`src/rtl/tube_scan_ctrl_pkg.sv`:
```
// tube_scan_ctrl_pkg: shared constants for the tube bank controller.
// Holds segment encodings, converter sizing, FSM states and the BCD adjust helper.
package tube_scan_ctrl_pkg;

    localparam int unsigned TUBE_BITS   = 8;
    localparam int unsigned TSC_IN_BITS = 21;
    localparam int unsigned TSC_DIGITS  = 8;

    // Segment patterns, bit order {dp,g,f,e,d,c,b,a}, active-high
    localparam logic [TUBE_BITS-1:0] SEG_ZERO  = 8'h3F;
    localparam logic [TUBE_BITS-1:0] SEG_ONE   = 8'h06;
    localparam logic [TUBE_BITS-1:0] SEG_TWO   = 8'h5B;
    localparam logic [TUBE_BITS-1:0] SEG_THREE = 8'h4F;
    localparam logic [TUBE_BITS-1:0] SEG_FOUR  = 8'h66;
    localparam logic [TUBE_BITS-1:0] SEG_FIVE  = 8'h6D;
    localparam logic [TUBE_BITS-1:0] SEG_SIX   = 8'h7D;
    localparam logic [TUBE_BITS-1:0] SEG_SEVEN = 8'h07;
    localparam logic [TUBE_BITS-1:0] SEG_EIGHT = 8'h7F;
    localparam logic [TUBE_BITS-1:0] SEG_NINE  = 8'h6F;
    localparam logic [TUBE_BITS-1:0] SEG_EMP   = 8'h00;

    typedef enum logic [1:0] {
        TSC_IDLE   = 2'd0,
        TSC_CONV   = 2'd1,
        TSC_COMMIT = 2'd2
    } tsc_state_t;

    // Shift-add-3 correction: every nibble >= 5 gets +3 before the next shift
    function automatic logic [4*TSC_DIGITS-1:0] bcd_add3(input logic [4*TSC_DIGITS-1:0] bcd);
        logic [4*TSC_DIGITS-1:0] res;
        res = bcd;
        for (int unsigned k = 0; k < TSC_DIGITS; k++) begin
            if (bcd[4*k +: 4] >= 4'd5) begin
                res[4*k +: 4] = bcd[4*k +: 4] + 4'd3;
            end
        end
        return res;
    endfunction

endpackage

```
`src/rtl/bcd_seg_lut.sv`:
```
// bcd_seg_lut: one BCD digit to a tube segment pattern; codes 10..15 blank the tube.
module bcd_seg_lut
    import tube_scan_ctrl_pkg::*;
(
    input  logic [3:0]           i_digit,
    output logic [TUBE_BITS-1:0] o_seg
);

    // Digit decode; anything outside 0..9 (including the blank code) is dark
    always_comb begin
        o_seg = SEG_EMP;
        case (i_digit)
            4'd0:    o_seg = SEG_ZERO;
            4'd1:    o_seg = SEG_ONE;
            4'd2:    o_seg = SEG_TWO;
            4'd3:    o_seg = SEG_THREE;
            4'd4:    o_seg = SEG_FOUR;
            4'd5:    o_seg = SEG_FIVE;
            4'd6:    o_seg = SEG_SIX;
            4'd7:    o_seg = SEG_SEVEN;
            4'd8:    o_seg = SEG_EIGHT;
            4'd9:    o_seg = SEG_NINE;
            default: o_seg = SEG_EMP;
        endcase
    end

endmodule

```
`src/rtl/tube_scan_ctrl.sv`:
```
// tube_scan_ctrl: binary-to-BCD sequencer plus 8-digit multiplexed tube scanner.
// Optional leading-zero blanking is enabled by defining TUBE_LZB_EN.
module tube_scan_ctrl
    import tube_scan_ctrl_pkg::*;
#(
    parameter int unsigned SCAN_DIV = 100000
) (
    input  logic                   clk,
    input  logic                   rst_n,
    input  logic [TSC_IN_BITS-1:0] value,
    input  logic                   load,
    output logic                   busy,
    output logic                   done,
    output logic [TSC_DIGITS-1:0]  tube_sel,
    output logic [TUBE_BITS-1:0]   tube_seg
);

    localparam int unsigned CNT_W    = (SCAN_DIV > 1) ? $clog2(SCAN_DIV) : 1;
    localparam logic [4:0]  BIT_LAST = 5'(TSC_IN_BITS - 1);
`ifdef TUBE_LZB_EN
    localparam logic [TSC_DIGITS-1:0] MASK_RST = 8'hFE;
`else
    localparam logic [TSC_DIGITS-1:0] MASK_RST = '0;
`endif

    tsc_state_t                  r_state;
    tsc_state_t                  w_next_state;
    logic                        w_busy;
    logic [TSC_IN_BITS-1:0]      r_shift;
    logic [4*TSC_DIGITS-1:0]     r_bcd;
    logic [4*TSC_DIGITS-1:0]     w_bcd_adj;
    logic [4:0]                  r_bitcnt;
    logic [4*TSC_DIGITS-1:0]     r_disp;
    logic [TSC_DIGITS-1:0]       r_mask;
    logic [TSC_DIGITS-1:0]       w_mask_new;
    logic                        r_done;
    logic [CNT_W-1:0]            r_scan_cnt;
    logic [2:0]                  r_idx;
    logic [TSC_DIGITS-1:0]       r_tube_sel;
    logic [TUBE_BITS-1:0]        r_tube_seg;
    logic [3:0]                  w_digit;
    logic [TUBE_BITS-1:0]        w_seg;

    assign w_bcd_adj = bcd_add3(r_bcd);

    // Converter state register
    always_ff @(posedge clk) begin
        if (!rst_n) begin
            r_state <= TSC_IDLE;
        end else begin
            r_state <= w_next_state;
        end
    end

    // Next-state decode and busy flag
    always_comb begin
        w_next_state = r_state;
        w_busy       = (r_state != TSC_IDLE);
        case (r_state)
            TSC_IDLE:   if (load) w_next_state = TSC_CONV;
            TSC_CONV:   if (r_bitcnt == BIT_LAST) w_next_state = TSC_COMMIT;
            TSC_COMMIT: w_next_state = TSC_IDLE;
            default:    w_next_state = TSC_IDLE;
        endcase
    end

`ifdef TUBE_LZB_EN
    logic w_lead;

    // Blank digit k (k>=1) when it and every higher digit are zero
    always_comb begin
        w_mask_new = '0;
        w_lead     = 1'b1;
        for (int unsigned k = TSC_DIGITS - 1; k >= 1; k--) begin
            w_lead        = w_lead && (r_bcd[4*k +: 4] == 4'd0);
            w_mask_new[k] = w_lead;
        end
    end
`else
    assign w_mask_new = '0;
`endif

    // Converter datapath: capture, shift-add-3 iterations, commit to display
    always_ff @(posedge clk) begin
        if (!rst_n) begin
            r_shift  <= '0;
            r_bcd    <= '0;
            r_bitcnt <= '0;
            r_disp   <= '0;
            r_mask   <= MASK_RST;
            r_done   <= 1'b0;
        end else begin
            r_done <= 1'b0;
            case (r_state)
                TSC_IDLE: begin
                    if (load) begin
                        r_shift  <= value;
                        r_bcd    <= '0;
                        r_bitcnt <= '0;
                    end
                end
                TSC_CONV: begin
                    r_bcd    <= {w_bcd_adj[4*TSC_DIGITS-2:0], r_shift[TSC_IN_BITS-1]};
                    r_shift  <= {r_shift[TSC_IN_BITS-2:0], 1'b0};
                    r_bitcnt <= r_bitcnt + 5'd1;
                end
                TSC_COMMIT: begin
                    r_disp <= r_bcd;
                    r_mask <= w_mask_new;
                    r_done <= 1'b1;
                end
                default: ;
            endcase
        end
    end

    // Blanked digits are routed to the LUT as a non-decimal code so it emits the blank pattern
    assign w_digit = r_mask[r_idx] ? 4'hF : r_disp[{r_idx, 2'b00} +: 4];

    bcd_seg_lut u_seg_lut (
        .i_digit (w_digit),
        .o_seg   (w_seg)
    );

    // Scanner: slot counter, digit index and registered tube outputs
    always_ff @(posedge clk) begin
        if (!rst_n) begin
            r_scan_cnt <= '0;
            r_idx      <= '0;
            r_tube_sel <= '0;
            r_tube_seg <= SEG_EMP;
        end else begin
            if (r_scan_cnt == CNT_W'(SCAN_DIV - 1)) begin
                r_scan_cnt <= '0;
                r_idx      <= r_idx + 3'd1;
            end else begin
                r_scan_cnt <= r_scan_cnt + 1'b1;
            end
            r_tube_sel <= TSC_DIGITS'(1) << r_idx;
            r_tube_seg <= w_seg;
        end
    end

    assign busy     = w_busy;
    assign done     = r_done;
    assign tube_sel = r_tube_sel;
    assign tube_seg = r_tube_seg;

endmodule

```
`config.mk`:
```
export PLATFORM = sky130hd
export DESIGN_NAME = tube_scan_ctrl
export DESIGN_NICKNAME = d
export VERILOG_FILES = /design/src/rtl/tube_scan_ctrl_pkg.sv /design/src/rtl/bcd_seg_lut.sv /design/src/rtl/tube_scan_ctrl.sv
export SDC_FILE = /design/constraint.sdc
export NUM_CORES = 1
export LEC_CHECK = 0
export BUFFER_PORTS_ARGS = -buffer_cell sky130_fd_sc_hd__buf_2
export CORE_ASPECT_RATIO = 0.75
export CORE_MARGIN = 2
export CORE_UTILIZATION = 55
export DETAILED_ROUTE_END_ITERATION = 12
export GPL_TIMING_DRIVEN = 0
export PLACE_DENSITY = 0.82
export SLEW_MARGIN = 20
export SYNTH_ARGS = -nofsm -noshare
export SYNTH_HDL_FRONTEND = slang
export SYNTH_SLANG_ARGS = --single-unit
```
`constraint.sdc`:
```
create_clock -name clk -period 2.75 [get_ports clk]
set_clock_uncertainty 0.05 [all_clocks]
set_input_delay 0 -clock clk [delete_from_list [all_inputs] [get_ports clk]]
set_output_delay 0 -clock clk [all_outputs]
set_load 0.05 [all_outputs]
```
==> impl_metrics.py <==
metrics = {
    "route": {
        "drc": 0,
        "post_drt_wl_per_cell_um": 17.4,
        "drtIter0Drc": 614,
        "drt-vias-per-instance": 5.90,
        "drt_wl_total_mm": 15.9,
        "drtPass1Iterations": 5,
        "antenna_left": 0,
        "via_count": 5392,
    },
    "worst_setup_path": {
        "r2r_end": "tube_seg[6]",
        "arrival_ns": 2.85,
        "rr_worst_depth": 8,
        "required_ns": 3.03,
        "startpoint_type": "flop",
        "r2r_start": "r_idx[0]",
        "worstPathMaxFanout": 9,
        "r2r_slack_ns": 0.19,
        "crit_type": "flop to flop",
        "worst_setup_path_end_kind": "flop",
    },
    "global_route": {
        "grt_pass1_wl_mm": 25.7,
        "grtUsageTotal": 0.292,
        "grt_use_met3": 0.0652,
        "grt_overflow": 0,
        "grt_max_degree": 17,
        "grt.busiest_layer": "met2",
        "grt_pass1_vias": 5284,
        "use_met1": 0.363,
        "use_met2": 0.485,
        "grt_antenna_before_repair": 0,
    },
    "final_layout": {
        "drive_gt1_frac": 0.130,
        "area_growth_syn_to_layout_pct": 21.6,
        "antennaDiodeCount": 0,
        "final_nets": 818,
    },
    "yosys": {
        "synthTopCellsByCount": "dfxtp_1 (128), nand2_1 (87), nor2_1 (79), a21oi_1 (73)",
        "ys_warn_count": 0,
        "ys_types": 41,
        "synth_top_cell_area_share": 0.440,
        "netlist_instances": 683,
        "syn_avg_cell_area_um2": 8.53,
        "syn_area_mm2": 0.00582,
        "yosys-top-cells-area": "dfxtp_1 (44%), a21oi_1 (6.3%), ha_1 (6.2%)",
        "synth_edf_count": 0,
        "ys.flop_type": "dfxtp_1",
        "synth_nets": 736,
        "ys_ff_latch": 128,
        "seq_area_frac_synth": 0.440,
        "yosysMostFrequentCell": "dfxtp_1",
        "async_flop_share": 0,
        "post-synth-top-area-cell": "dfxtp_1",
    },
    "power_and_ir_drop": {
        "power_density_mw_per_mm2": 669,
        "ir_drop_uv": 497,
        "p_leak_nw": 2.68,
    },
    "place": {
        "gp_congestion": 0.883,
        "port_buffers": 40,
        "post-place-ws_ns": 0.285,
        "hpwl_mm": 10.1,
    },
    "timing": {
        "timing.fmax_mhz": 390,
        "setup_violations": 0,
        "slew_violations": 0,
        "tightest_slew_ns": 0.682,
        "fin_crit_ns": 2.56,
        "period_share": 0.932,
        "finalWorstSetupSlack_ns": 0.186,
        "rsz0062_at_grt": "false",
        "setup-tns-final_ns": 0,
        "slew_headroom": 0.546,
        "hold_viol_final": 0,
    },
    "min_path": {
        "holdPathStages": 4,
        "min_to": "r_bcd[31]",
        "min_path_type": "input pin to flop",
        "min_from": "load",
    },
    "floorplan": {
        "die-area_mm2": 0.0114,
        "boundaryPins": 42,
        "num_rows": 32,
        "dieHeight_um": 93.1,
        "core_mm2": 0.0103,
        "start_util": 0.566,
        "fp.dieW_um": 123,
    },
    "clock_tree": {
        "cts_inserted_buffers": 17,
        "root_buffer": "clkbuf_16",
        "worstSkewPairLatency_ns": 0.42,
        "cts_sinks": 128,
        "cts_buffer_depth": 2,
        "cts.clk_slew.worst_paths_ns": 0.05,
        "htreeDepth": 4,
        "tritoncts": "done",
        "post_cts_buffers": 0,
    },
    "flow_run": {
        "max_cap_viol_count": 0,
    },
    "status": {
        "status": "completed",
    },
}
-- area by class of cell --
cell class | count | area (µm²)
clock buffers | 22 | 474
multi-input cells | 484 | 2950
repair buffers | 63 | 430
inverters | 27 | 101
clock inverters | 10 | 181
fillers | 750 | 3210
flip-flops and latches | 128 | 2560
plain buffers | 44 | 209
well taps | 136 | 170
-- state kept, by name, indices dropped and copies added, names as in the netlist --
register,count
tube_sel,8
done,1
r_bitcnt,5
tube_seg,7
r_shift,21
r_state,2
r_idx,3
r_disp,32
r_scan_cnt,17
r_bcd,32
-- kinds of logic (layout without fill, tap and decap cells) --
kind of cell	Yosys count	count (layout)	share of synthesized area
xor+xnor	30	30	0.0451
other cells	1	1	0.000644
compound gates	133	133	0.130
mux	22	22	0.0580
flops	128	128	0.440
simple gates	269	269	0.211
fa+ha+maj	29	29	0.0623
buf+inv	71	166	0.0531
-- repair_timing --
| action | CTS | global route |
|---|---|---|
| setup endpoints to repair | 0 | 1 |
| hold buffers | 23 | 0 |
| endpoints found under the hold margin | 22 | 0 |
| gates resized for setup | 0 | 2 |
-- report_power, final --
part	total [mW]	internal (mW)	switching (mW)
Sequential	1.93	1.90	0.0282
Clock	2.50	1.68	0.826
Combinational	0.305	0.0972	0.207
-- routing by layer --
| metal | share of wire | vias to the layer above |
|---|---|---|
| met5 | 0 | - |
| met4 | 0.025 | 0 |
| met3 | 0.085 | 45 |
| met2 | 0.48 | 292 |
| met1 | 0.41 | 2558 |
| li1 | - | 2497 |
-- stage by stage --
step	instance area [µm²]	hold slack (ns)	power, mW	utilization	std cells
6_report	7080	0.101	4.74	0.688	914
5_1_grt	7080	0.171	4.82	0.688	914
4_1_cts	7080	0.0766	4.71	0.688	914
3_5_place_dp	6190	0.240	2.23	0.602	859
3_3_place_gp	6190	0.213	2.22	0.602	859
2_1_floorplan	5820	0.0948	2.14	-	683
-- worst max path at each step --
stage,startpoint,depth (start not counted),to,slack (ns)
after floorplan,r_idx[0],7,tube_seg[3],0.61
after global placement,r_idx[1],7,tube_seg[3],0.37
after detailed placement,r_idx[1],7,tube_seg[6],0.28
after CTS,r_idx[1],8,tube_seg[6],0.14
after global routing,r_idx[0],8,tube_seg[6],0.05
final,r_idx[0],8,tube_seg[6],0.19
-- worst max-delay path, cell delays in order, from the launching register on --
cell,delay (ns)
dfxtp_1,0.38
buf_4,0.24
mux4_2,0.51
mux2i_1,0.48
inv_1,0.14
ha_1,0.25
nor2_1,0.16
a21oi_1,0.08
o21ai_0,0.19
-- layout by cell type, fill, tap and decap left out, types with 8 or more instances in the layout --
master and instances:
and2_1 10, nor2_1 79, nand2b_1 10, dlygate4sd3_1 23
clkbuf_1 37, xnor2_1 14, xor2_1 16, mux2_2 8
a21oi_1 73, inv_1 26, o21ai_0 30, o221ai_1 20
nand3_1 36, clkbuf_16 17, ha_1 29, mux4_2 8
nand2_1 87, buf_2 40, dfxtp_1 128, nor3_1 20
(Power assumes the default switching activity.)
